$ cat config.mk
export PLATFORM = sky130hd
export DESIGN_NAME = uart_byte_rx_flat
export DESIGN_NICKNAME = d
export VERILOG_FILES = /design/src/rtl/uart_byte_rx_pkg.sv /design/src/rtl/uart_byte_rx_if.sv /design/src/rtl/uart_baud_tick.sv /design/src/rtl/uart_byte_rx.sv /design/src/flat_wrapper.sv
export SDC_FILE = /design/constraint.sdc
export NUM_CORES = 1
export LEC_CHECK = 0
export CAP_MARGIN = 20
export CORE_MARGIN = 2
export CORE_UTILIZATION = 45
export CTS_CLUSTER_SIZE = 10
export DETAILED_ROUTE_END_ITERATION = 8
export SYNTH_ARGS = -nofsm -noshare
export SYNTH_HDL_FRONTEND = slang
export SYNTH_SLANG_ARGS = --single-unit
$ cat constraint.sdc
create_clock -name clk -period 4.3 [get_ports clk]
set_clock_uncertainty 0.05 [all_clocks]
set_input_delay 1.075 -clock clk [delete_from_list [all_inputs] [get_ports clk]]
set_output_delay 1.075 -clock clk [all_outputs]
set_load 0.01 [all_outputs]
$ cat src/rtl/uart_byte_rx_pkg.sv
// Shared types, clock/baud defaults and helpers for the UART byte receiver.
package uart_byte_rx_pkg;

  localparam int unsigned CLK_HZ_DEF = 50_000_000;
  localparam int unsigned BAUD_DEF   = 115_200;

  typedef logic [7:0] byte_t;

  // Rounded clocks-per-sample-tick divider.
  function automatic int unsigned calc_div(input int unsigned clk_hz,
                                           input int unsigned baud,
                                           input int unsigned os);
    return (clk_hz + baud * os / 2) / (baud * os);
  endfunction

  function automatic logic maj3(input logic a, input logic b, input logic c);
    return (a & b) | (a & c) | (b & c);
  endfunction

endpackage

$ cat src/rtl/uart_byte_rx_if.sv
// Received-byte stream (valid/ready) plus line status toward the command decoder.
interface uart_byte_rx_if;
  import uart_byte_rx_pkg::*;

  byte_t rx_data;
  logic  rx_valid;
  logic  rx_ready;
  logic  frame_err;
  logic  overrun;
  logic  busy;

  modport master (output rx_data, rx_valid, frame_err, overrun, busy, input rx_ready);
  modport slave  (input rx_data, rx_valid, frame_err, overrun, busy, output rx_ready);
endinterface

$ cat src/rtl/uart_baud_tick.sv
// Free-running divide-by-DIV counter; tick_o is high in the cycle the count is DIV-1.
// A synchronous clear restarts the phase so callers can align to a line edge.
module uart_baud_tick #(
  parameter int unsigned DIV = 27
) (
  input  logic clk,
  input  logic n_rst,
  input  logic clr_i,
  output logic tick_o
);
  localparam int unsigned CW = (DIV > 1) ? $clog2(DIV) : 1;
  localparam logic [CW-1:0] LAST = CW'(DIV - 1);

  logic [CW-1:0] cnt_q, cnt_d;

  always_comb begin
    cnt_d = cnt_q + 1'b1;
    if (clr_i || cnt_q == LAST) cnt_d = '0;
  end

  always_ff @(posedge clk or negedge n_rst) begin
    if (!n_rst) cnt_q <= '0;
    else        cnt_q <= cnt_d;
  end

  assign tick_o = (cnt_q == LAST);
endmodule

$ cat src/rtl/uart_byte_rx.sv
// 8N1 UART receiver: 16x oversampling, 3-sample majority, false-start rejection,
// framing-error/break handling and a one-deep holding register with overrun flag.
module uart_byte_rx
  import uart_byte_rx_pkg::*;
#(
  parameter int unsigned CLK_HZ     = CLK_HZ_DEF,
  parameter int unsigned BAUD       = BAUD_DEF,
  parameter int unsigned OVERSAMPLE = 16
) (
  input  logic           clk,
  input  logic           n_rst,
  input  logic           rxd_i,
  uart_byte_rx_if.master rx
);
  localparam int unsigned DIV = calc_div(CLK_HZ, BAUD, OVERSAMPLE);
  localparam int unsigned SW  = $clog2(OVERSAMPLE);
  localparam logic [SW-1:0] S_LO   = SW'(OVERSAMPLE / 2 - 1);
  localparam logic [SW-1:0] S_MID  = SW'(OVERSAMPLE / 2);
  localparam logic [SW-1:0] S_HI   = SW'(OVERSAMPLE / 2 + 1);
  localparam logic [SW-1:0] S_LAST = SW'(OVERSAMPLE - 1);

  typedef enum logic [2:0] {IDLE, START, DATA, STOP, BRK} state_e;

  state_e       state_q;
  logic         rxd_meta_q, rxs_q;
  logic [SW-1:0] samp_q;
  logic [2:0]   bit_idx_q;
  logic         s_lo_q, s_mid_q;
  byte_t        shift_q, data_q;
  logic         valid_q, frame_err_q, overrun_q;

  logic tick, clr, decide, maj, stop_ok, bit_end;

  always_ff @(posedge clk or negedge n_rst) begin
    if (!n_rst) begin
      rxd_meta_q <= 1'b1;
      rxs_q      <= 1'b1;
    end else begin
      rxd_meta_q <= rxd_i;
      rxs_q      <= rxd_meta_q;
    end
  end

  // Restarting the divider on the detected edge puts sample ticks in phase with the frame.
  assign clr = (state_q == IDLE) && !rxs_q;

  uart_baud_tick #(.DIV(DIV)) u_tick (
    .clk   (clk),
    .n_rst (n_rst),
    .clr_i (clr),
    .tick_o(tick)
  );

  assign decide  = tick && (samp_q == S_HI);
  assign bit_end = tick && (samp_q == S_LAST);
  assign maj     = maj3(s_lo_q, s_mid_q, rxs_q);
  assign stop_ok = (state_q == STOP) && decide && maj;

  always_ff @(posedge clk or negedge n_rst) begin
    if (!n_rst) begin
      state_q     <= IDLE;
      samp_q      <= '0;
      bit_idx_q   <= '0;
      s_lo_q      <= 1'b1;
      s_mid_q     <= 1'b1;
      shift_q     <= '0;
      data_q      <= '0;
      valid_q     <= 1'b0;
      frame_err_q <= 1'b0;
      overrun_q   <= 1'b0;
    end else begin
      frame_err_q <= 1'b0;
      overrun_q   <= 1'b0;

      if (tick && (state_q == START || state_q == DATA || state_q == STOP)) begin
        samp_q <= (samp_q == S_LAST) ? '0 : samp_q + 1'b1;
        if (samp_q == S_LO)  s_lo_q  <= rxs_q;
        if (samp_q == S_MID) s_mid_q <= rxs_q;
      end

      case (state_q)
        IDLE: if (!rxs_q) begin
          samp_q  <= '0;
          state_q <= START;
        end
        START: begin
          if (decide && maj) state_q <= IDLE;
          else if (bit_end) begin
            state_q   <= DATA;
            bit_idx_q <= '0;
          end
        end
        DATA: begin
          if (decide) shift_q <= {maj, shift_q[7:1]};
          if (bit_end) begin
            if (bit_idx_q == 3'd7) state_q <= STOP;
            else                   bit_idx_q <= bit_idx_q + 1'b1;
          end
        end
        // Leave mid-stop-bit so the next start edge is never missed.
        STOP: if (decide) begin
          if (maj) state_q <= IDLE;
          else begin
            frame_err_q <= 1'b1;
            state_q     <= BRK;
          end
        end
        BRK: if (rxs_q) state_q <= IDLE;
        default: state_q <= IDLE;
      endcase

      if (stop_ok) begin
        if (!valid_q || rx.rx_ready) begin
          data_q  <= shift_q;
          valid_q <= 1'b1;
        end else begin
          overrun_q <= 1'b1;
        end
      end else if (valid_q && rx.rx_ready) begin
        valid_q <= 1'b0;
      end
    end
  end

  assign rx.rx_data   = data_q;
  assign rx.rx_valid  = valid_q;
  assign rx.frame_err = frame_err_q;
  assign rx.overrun   = overrun_q;
  assign rx.busy      = (state_q != IDLE);
endmodule
$ cat src/flat_wrapper.sv
// flat-port wrapper written by rule: the top's interface ports become plain ports
module uart_byte_rx_flat import uart_byte_rx_pkg::*;
#(
  parameter int unsigned CLK_HZ     = CLK_HZ_DEF,
  parameter int unsigned BAUD       = BAUD_DEF,
  parameter int unsigned OVERSAMPLE = 16
)
  (clk, n_rst, rxd_i, rx_rx_data, rx_rx_valid, rx_frame_err, rx_overrun, rx_busy, rx_rx_ready);
  uart_byte_rx_if rx_i ();
  input  logic clk;
  input  logic n_rst;
  input  logic rxd_i;
  output wire logic [$bits(rx_i.rx_data)-1:0] rx_rx_data;
  output wire logic [$bits(rx_i.rx_valid)-1:0] rx_rx_valid;
  output wire logic [$bits(rx_i.frame_err)-1:0] rx_frame_err;
  output wire logic [$bits(rx_i.overrun)-1:0] rx_overrun;
  output wire logic [$bits(rx_i.busy)-1:0] rx_busy;
  input wire logic [$bits(rx_i.rx_ready)-1:0] rx_rx_ready;
  assign rx_rx_data = rx_i.rx_data;
  assign rx_rx_valid = rx_i.rx_valid;
  assign rx_frame_err = rx_i.frame_err;
  assign rx_overrun = rx_i.overrun;
  assign rx_busy = rx_i.busy;
  assign rx_i.rx_ready = rx_rx_ready;
  uart_byte_rx #(.CLK_HZ(CLK_HZ), .BAUD(BAUD), .OVERSAMPLE(OVERSAMPLE)) u_core (.clk(clk), .n_rst(n_rst), .rxd_i(rxd_i), .rx(rx_i));
endmodule
# Yosys cells after proc, flatten, opt, wreduce, memory -nomap -nowiden

Index checks and enable logic that the tools add are counted.

Bits in registers: 38
Input bits: 4

$add $sub $neg: 3
Equality and inequality tests: 20
Multiplexer cells: 27
Bitwise logic cells: 5
Reductions and logical operators: 25

Operators with widths:

| cell                  | count |
|---|---|
| $mux W3               | 12 |
| $mux W4               | 4 |
| $pmux W3 S5           | 1 |
| $eq A4 B4 Y1 const B  | 3 |
| $ne A2 B2 Y1 const B  | 5 |
| $reduce_and A2 Y1     | 5 |
| $logic_and A1 B1 Y1   | 8 |
| $mux W1               | 8 |
| $ne A2 B1 Y1 const B  | 4 |
| $eq A3 B2 Y1 const B  | 2 |
| $eq A3 B3 Y1 const B  | 2 |
| $pmux W3 S2           | 1 |
| $reduce_and A6 Y1     | 1 |
| $add A5 B1 Y5 const B | 1 |
| $eq A5 B5 Y1 const B  | 1 |
| $mux W5               | 1 |
| $reduce_and A5 Y1     | 1 |
| $add A4 B1 Y4 const B | 1 |
| $eq A4 B3 Y1 const B  | 1 |
| $logic_or A1 B1 Y1    | 4 |
| $reduce_bool A2 Y1    | 2 |
| $add A3 B1 Y3 const B | 1 |
| $and A1 B1 Y1         | 3 |
| $eq A3 B1 Y1 const B  | 1 |
| 5 further kinds       | 7 |

# Depth between registers and ports, before layout

Word-level depth: 7
Gate-level depth with buffers: 7
Depth with buffers taken out: 6

# Modules after synthesis

A second synthesis with hierarchy kept.

Cells, all modules: 140
Area total of the unflattened synthesis: 1,809.2 µm²

By module, submodules not included:

| module         | times used | cells each | area an instance (µm²) | seq. area each (µm²) |
|---|---|---|---|---|
| uart_byte_rx   | 1          | 118        | 1,525.2                | 830.8 |
| uart_baud_tick | 1          | 22         | 284.0                  | 125.1 |

# Least setup slack after synthesis

Ideal clock, no wire load.

Path kind: input -> register
From: input port rx_rx_ready
To: register u_core.data_q[0], in the netlist u_core.rx.rx_data[0]
Setup time: 0.125 ns
Arrival: 1.760 ns
Data required time: 4.125 ns
Setup slack: 2.365 ns
Cell stages on the path: 3
Path through: nand2b_1 > nand4_2 > mux2_2

Longest elaborated chain between the ends: 2

Ends and longest elaborated chain:

| item                        | line                | source |
|---|---|---|
| start, declared             | flat_wrapper.sv:18  | `input wire logic [$bits(rx_i.rx_ready)-1:0] rx_rx_ready;` |
| $logic_or A1 B1 Y1          | uart_byte_rx.sv:113 | `if (!valid_q \|\| rx.rx_ready) begin` |
| $reduce_and A2 Y1 (no line) | n/a                 |  |
| end signal, assigned        | uart_byte_rx.sv:114 | `data_q <= shift_q;` |
| end, declared               | uart_byte_rx.sv:29  | `byte_t shift_q, data_q;` |

No other way between the ends.
A chain may end at the register's enable or synchronous reset.

# Final worst setup path

From: register u_core.state_q[0]
To: output port rx_busy

Longest elaborated chain between the ends: 1

Ends and longest elaborated chain:

| item                   | line                | source |
|---|---|---|
| start, declared        | uart_byte_rx.sv:24  | `state_e state_q;` |
| start signal, assigned | uart_byte_rx.sv:61  | `state_q <= IDLE;` |
| start signal, assigned | uart_byte_rx.sv:84  | `state_q <= START;` |
| start signal, assigned | uart_byte_rx.sv:87  | `if (decide && maj) state_q <= IDLE;` |
| $reduce_bool A3 Y1     | uart_byte_rx.sv:129 | `assign rx.busy = (state_q != IDLE);` |
| end, declared          | flat_wrapper.sv:17  | `output wire logic [$bits(rx_i.busy)-1:0] rx_busy;` |

No other way between the ends.

==> metrics.md <==
| Metric | Value |
|---|---|
| Buffers inserted by post-CTS timing repair | `0` |
| Number of I/O pins | `16` |
| Maximum fanout encountered on the critical timing path | `9` |
| Deepest clock path buffer count | `2` |
| Cell-by-cell trace of the critical path | `nor2_1, nand2_1, clkdlybuf4s50_1` |
| Clock tree from TritonCTS | `built` |
| Most common library cell in the layout ignoring fill and taps | `dfrtp_1` |
| Category of the critical setup timing path | `reg -> out` |
| Hold Violations, Final | `0` |
| Initial Utilization | `0.469` |
| Via-to-Cell Ratio | `slightly above 5` |
| RSZ-0062 raised after global routing | `false` |
| Crit start category | `flop` |
| Share of final-layout standard cells stronger than drive strength 1 | `0.244` |
| Via Count | `1,073` |
| Destination of the worst register-to-register timing path | `u_core.shift_q[3]` |
| Count of hold buffers inserted by post-cts repair | `0` |
| Final Net Count | `170` |
| Instance count along the most critical hold path | `0` |
| Number of detailed-routing iterations run before antenna repair | `4` |
| Seq/Total Area, Yosys | `0.553` |
| Number of flops mapped to enable cells by yosys | `0` |
| Critical path's largest stage delay | `approximately 550 ps` |
| Classification of the worst-slack hold path | `reg -> reg` |
| Remaining global-route overflow | `0` |
| Slowest-stage cell, CP | `clkdlybuf4s50_1` |
| Antenna viol nets, final | `0` |
| Synth Area in Adders | `0.0564` |
| Count of input and output buffers | `15` |
| Final number of setup-violating endpoints | `0` |
| Worst-case register-to-register setup slack | `between 2000 and 2500 ps` |
| Core area | `approximately 3700 sq um` |
| Total Negative Setup Slacks | `0 ps` |
| Dominant cell type by area after synthesis | `dfrtp_1` |
| Weighted congestion reported at the end of routability-driven placement | `approximately 0.88` |
| Post-Route WL | `about 2.9 mm` |
| Clock transition time at the flip-flop clock pins of the worst setup and hold paths | `about 70 ps` |
| Post-synthesis compound-gate area fraction | `0.0615` |
| Number of synthesized register bits | `38` |
| Multiplexer area fraction after synthesis | `0.137` |
| Die Height | `roughly 66 microns` |
| Crit path max-delay family | `buffers and inverters` |
| Peak VDD IR | `0.265 mV` |
| Start of the worst register-to-register path | `u_core.u_tick.cnt_q[0]` |
| CTS Buf Count | `5` |
| Final HPWL from detailed placement | `~2.1 mm` |
| CTS sink count | `38` |
| Critical Path Sink Type | `output pin` |
| Routed length per placed instance | `around 14 microns` |
| Number of global-route vias before repair | `approximately 1,100` |
| Cell types with the largest area share after synthesis | `dfrtp_1 49%, mux2_2 12%, dfstp_2 6.1%` |
| Die outline area | `around 4400 sq um` |
| Proportion of netlist area held by the largest area contributor | `0.492` |
| Mean post-synth cell area | `~12 sq um` |
| Num rows | `22` |
| Tightest slew margin relative to the limit | `0.451` |
| Worst-case reg-to-reg path depth | `6` |
| Worst setup margin | `between 1500 and 2000 ps` |
| Status | `complete, no violations` |
| Antenna violations before repair | `0` |
| Cell variety after synth | `between 40 and 50` |
| Buf+Inv Stages, Crit Path | `1` |
| Launch point of the worst hold path | `u_core.rxd_meta_q` |
| Power density of the placed cells | `309 nW/um^2` |
| Largest net degree at the start of global routing | `39` |
| Resized cells post-CTS | `0` |
| Worst endpoint data arrival time | `between 1500 and 2000 ps` |
| Post-Synth Simple-Gate Area | `0.145` |
| Proportion of synthesized flip-flops having asynchronous set or reset | `1.00` |
| Dominant combinational cell family by area after synthesis | `simple AND/OR/NAND/NOR gates` |
| Synthesized net count | `151` |
| Timing-limited maximum frequency | `about 370 MHz` |
| Pleak | `between 0.9 and 1 nW` |
| First-pass GRT wire length | `around 5.2 mm` |
| Post-Synth XOR/XNOR Area | `0.0203` |
| Worst min-delay path endpoint | `u_core.rxs_q` |
| Clock root buffer | `clkbuf_8` |
| Total inserted antenna cells | `0` |
| Data required time of the critical path | `between 3000 and 4000 ps` |
| Pre-CTS WS | `~1800 ps` |
| Area overhead of the layout relative to synthesis | `16.0%` |
| Max-cap violations | `0` |
| Top library cells by usage in the layout, fill and taps aside | `34 x dfrtp_1, 18 x mux2_2, 16 x nor2_1` |
| Number of warnings issued by yosys | `0` |
| Number of instances in the synthesized netlist | `140` |
| Top flip-flop cell by instance count after synthesis | `dfrtp_1` |
| Clk Latency, worst-skew pair | `between 200 and 300 ps` |
| Depth of the CTS H-tree | `2` |
| Fin. max-slew vios | `0` |
| Post-layout min period | `between 2000 and 3000 ps` |
| Transition time at the pin with the least slew margin | `roughly 820 ps` |
| Initial DRC Count | `29` |
| GRT Resource Usage Total | `0.162` |
| Syn Std Cell Area | `1730 sq um` |
| Post-route fraction of the period consumed by the critical path | `0.625` |
| Die X-Extent | `between 60 and 70 microns` |
| DRC | `0` |
## how the worst max path moves through the flow
stage          cells past startpoint              endpoint               from  slack (ps)
2_1_floorplan                      3  u_core.rx.rx_data[0]        rx_rx_ready        2370
3_3_place_gp                       4  u_core.rx.rx_data[4]        rx_rx_ready        1820
3_5_place_dp                       4  u_core.rx.rx_data[4]        rx_rx_ready        1790
4_1_cts                            3               rx_busy  u_core.state_q[0]        1600
5_1_grt                            3               rx_busy  u_core.state_q[0]        1500
6_report                           3               rx_busy  u_core.state_q[0]        1610
## flip-flops by register name, indices dropped and copies added, names as in the netlist
name and flops:
u_core.bit_idx_q 3, u_core.rx.frame_err 1, u_core.rx.overrun 1, u_core.rx.rx_data 8, u_core.rx.rx_valid 1, u_core.rxd_meta_q 1, u_core.rxs_q 1, u_core.s_lo_q 1
u_core.s_mid_q 1, u_core.samp_q 4, u_core.shift_q 8, u_core.state_q 3, u_core.u_tick.cnt_q 5
## worst register-to-register path, stage by stage, from the launching register on
cell	delay, ps
dfrtp_1	410
inv_1	70
ha_1	170
and4b_1	400
nand2_1	140
nor2_2	410
mux2_2	390
## synth_stat cells (2+ instances only)
cell / count
nor2_1: 16
mux2_2: 18
nand4b_1: 2
o21ai_0: 4
nor3_1: 3
xor2_1: 3
dfstp_2: 4
nand2_1: 5
dfrtp_1: 34
ha_1: 7
a22o_2: 2
mux2i_1: 2
nand3_1: 5
a21oi_1: 3
inv_1: 6
## metrics by stage
stage | hold slack [ps] | area, sq um | cells | power [W] | util
5_1_grt | 315 | 2010 | 208 | 0.000656 | 0.544
6_report | 309 | 2010 | 208 | 0.000620 | 0.544
3_5_place_dp | 299 | 1910 | 200 | 0.000376 | 0.518
4_1_cts | 310 | 2010 | 208 | 0.000630 | 0.544
2_1_floorplan | 295 | 1730 | 140 | 0.000367 | -
3_3_place_gp | 297 | 1910 | 200 | 0.000376 | 0.518
## kinds of logic after synthesis
kind of cell             count (synthesis)
AND/OR/NAND/NOR                         45
flip-flops                              38
multiplexers                            21
AO/OA/AOI/OAI                           15
buffers and inverters                    9
adder cells (fa/ha/maj)                  8
XOR/XNOR                                 4
## where the power goes
group	switching, W	total (W)	internal (W)
Combinational	0.00000678	0.00000889	0.00000211
Clock	0.000122	0.000251	0.000129
Sequential	0.00000101	0.000360	0.000359
Total	0.000130	0.000620	0.000490
## per-layer routing
| metal | track usage | routed length [microns] |
|---|---|---|
| met5 | 0 | 0 |
| met4 | 0.0536 | 27 |
| met3 | 0.0562 | 106 |
| met2 | 0.239 | 1360 |
| met1 | 0.224 | 1410 |
## layout make-up
class | instances | area, sq um
inverters | 6 | 22.5
well taps | 48 | 60.1
repair buffers | 15 | 145
flip-flops and latches | 38 | 956
fillers | 327 | 1680
multi-input cells | 93 | 727
clock inverters | 2 | 12.5
clock buffers | 6 | 82.6
No activity file was read; power rests on OpenSTA's default activity.
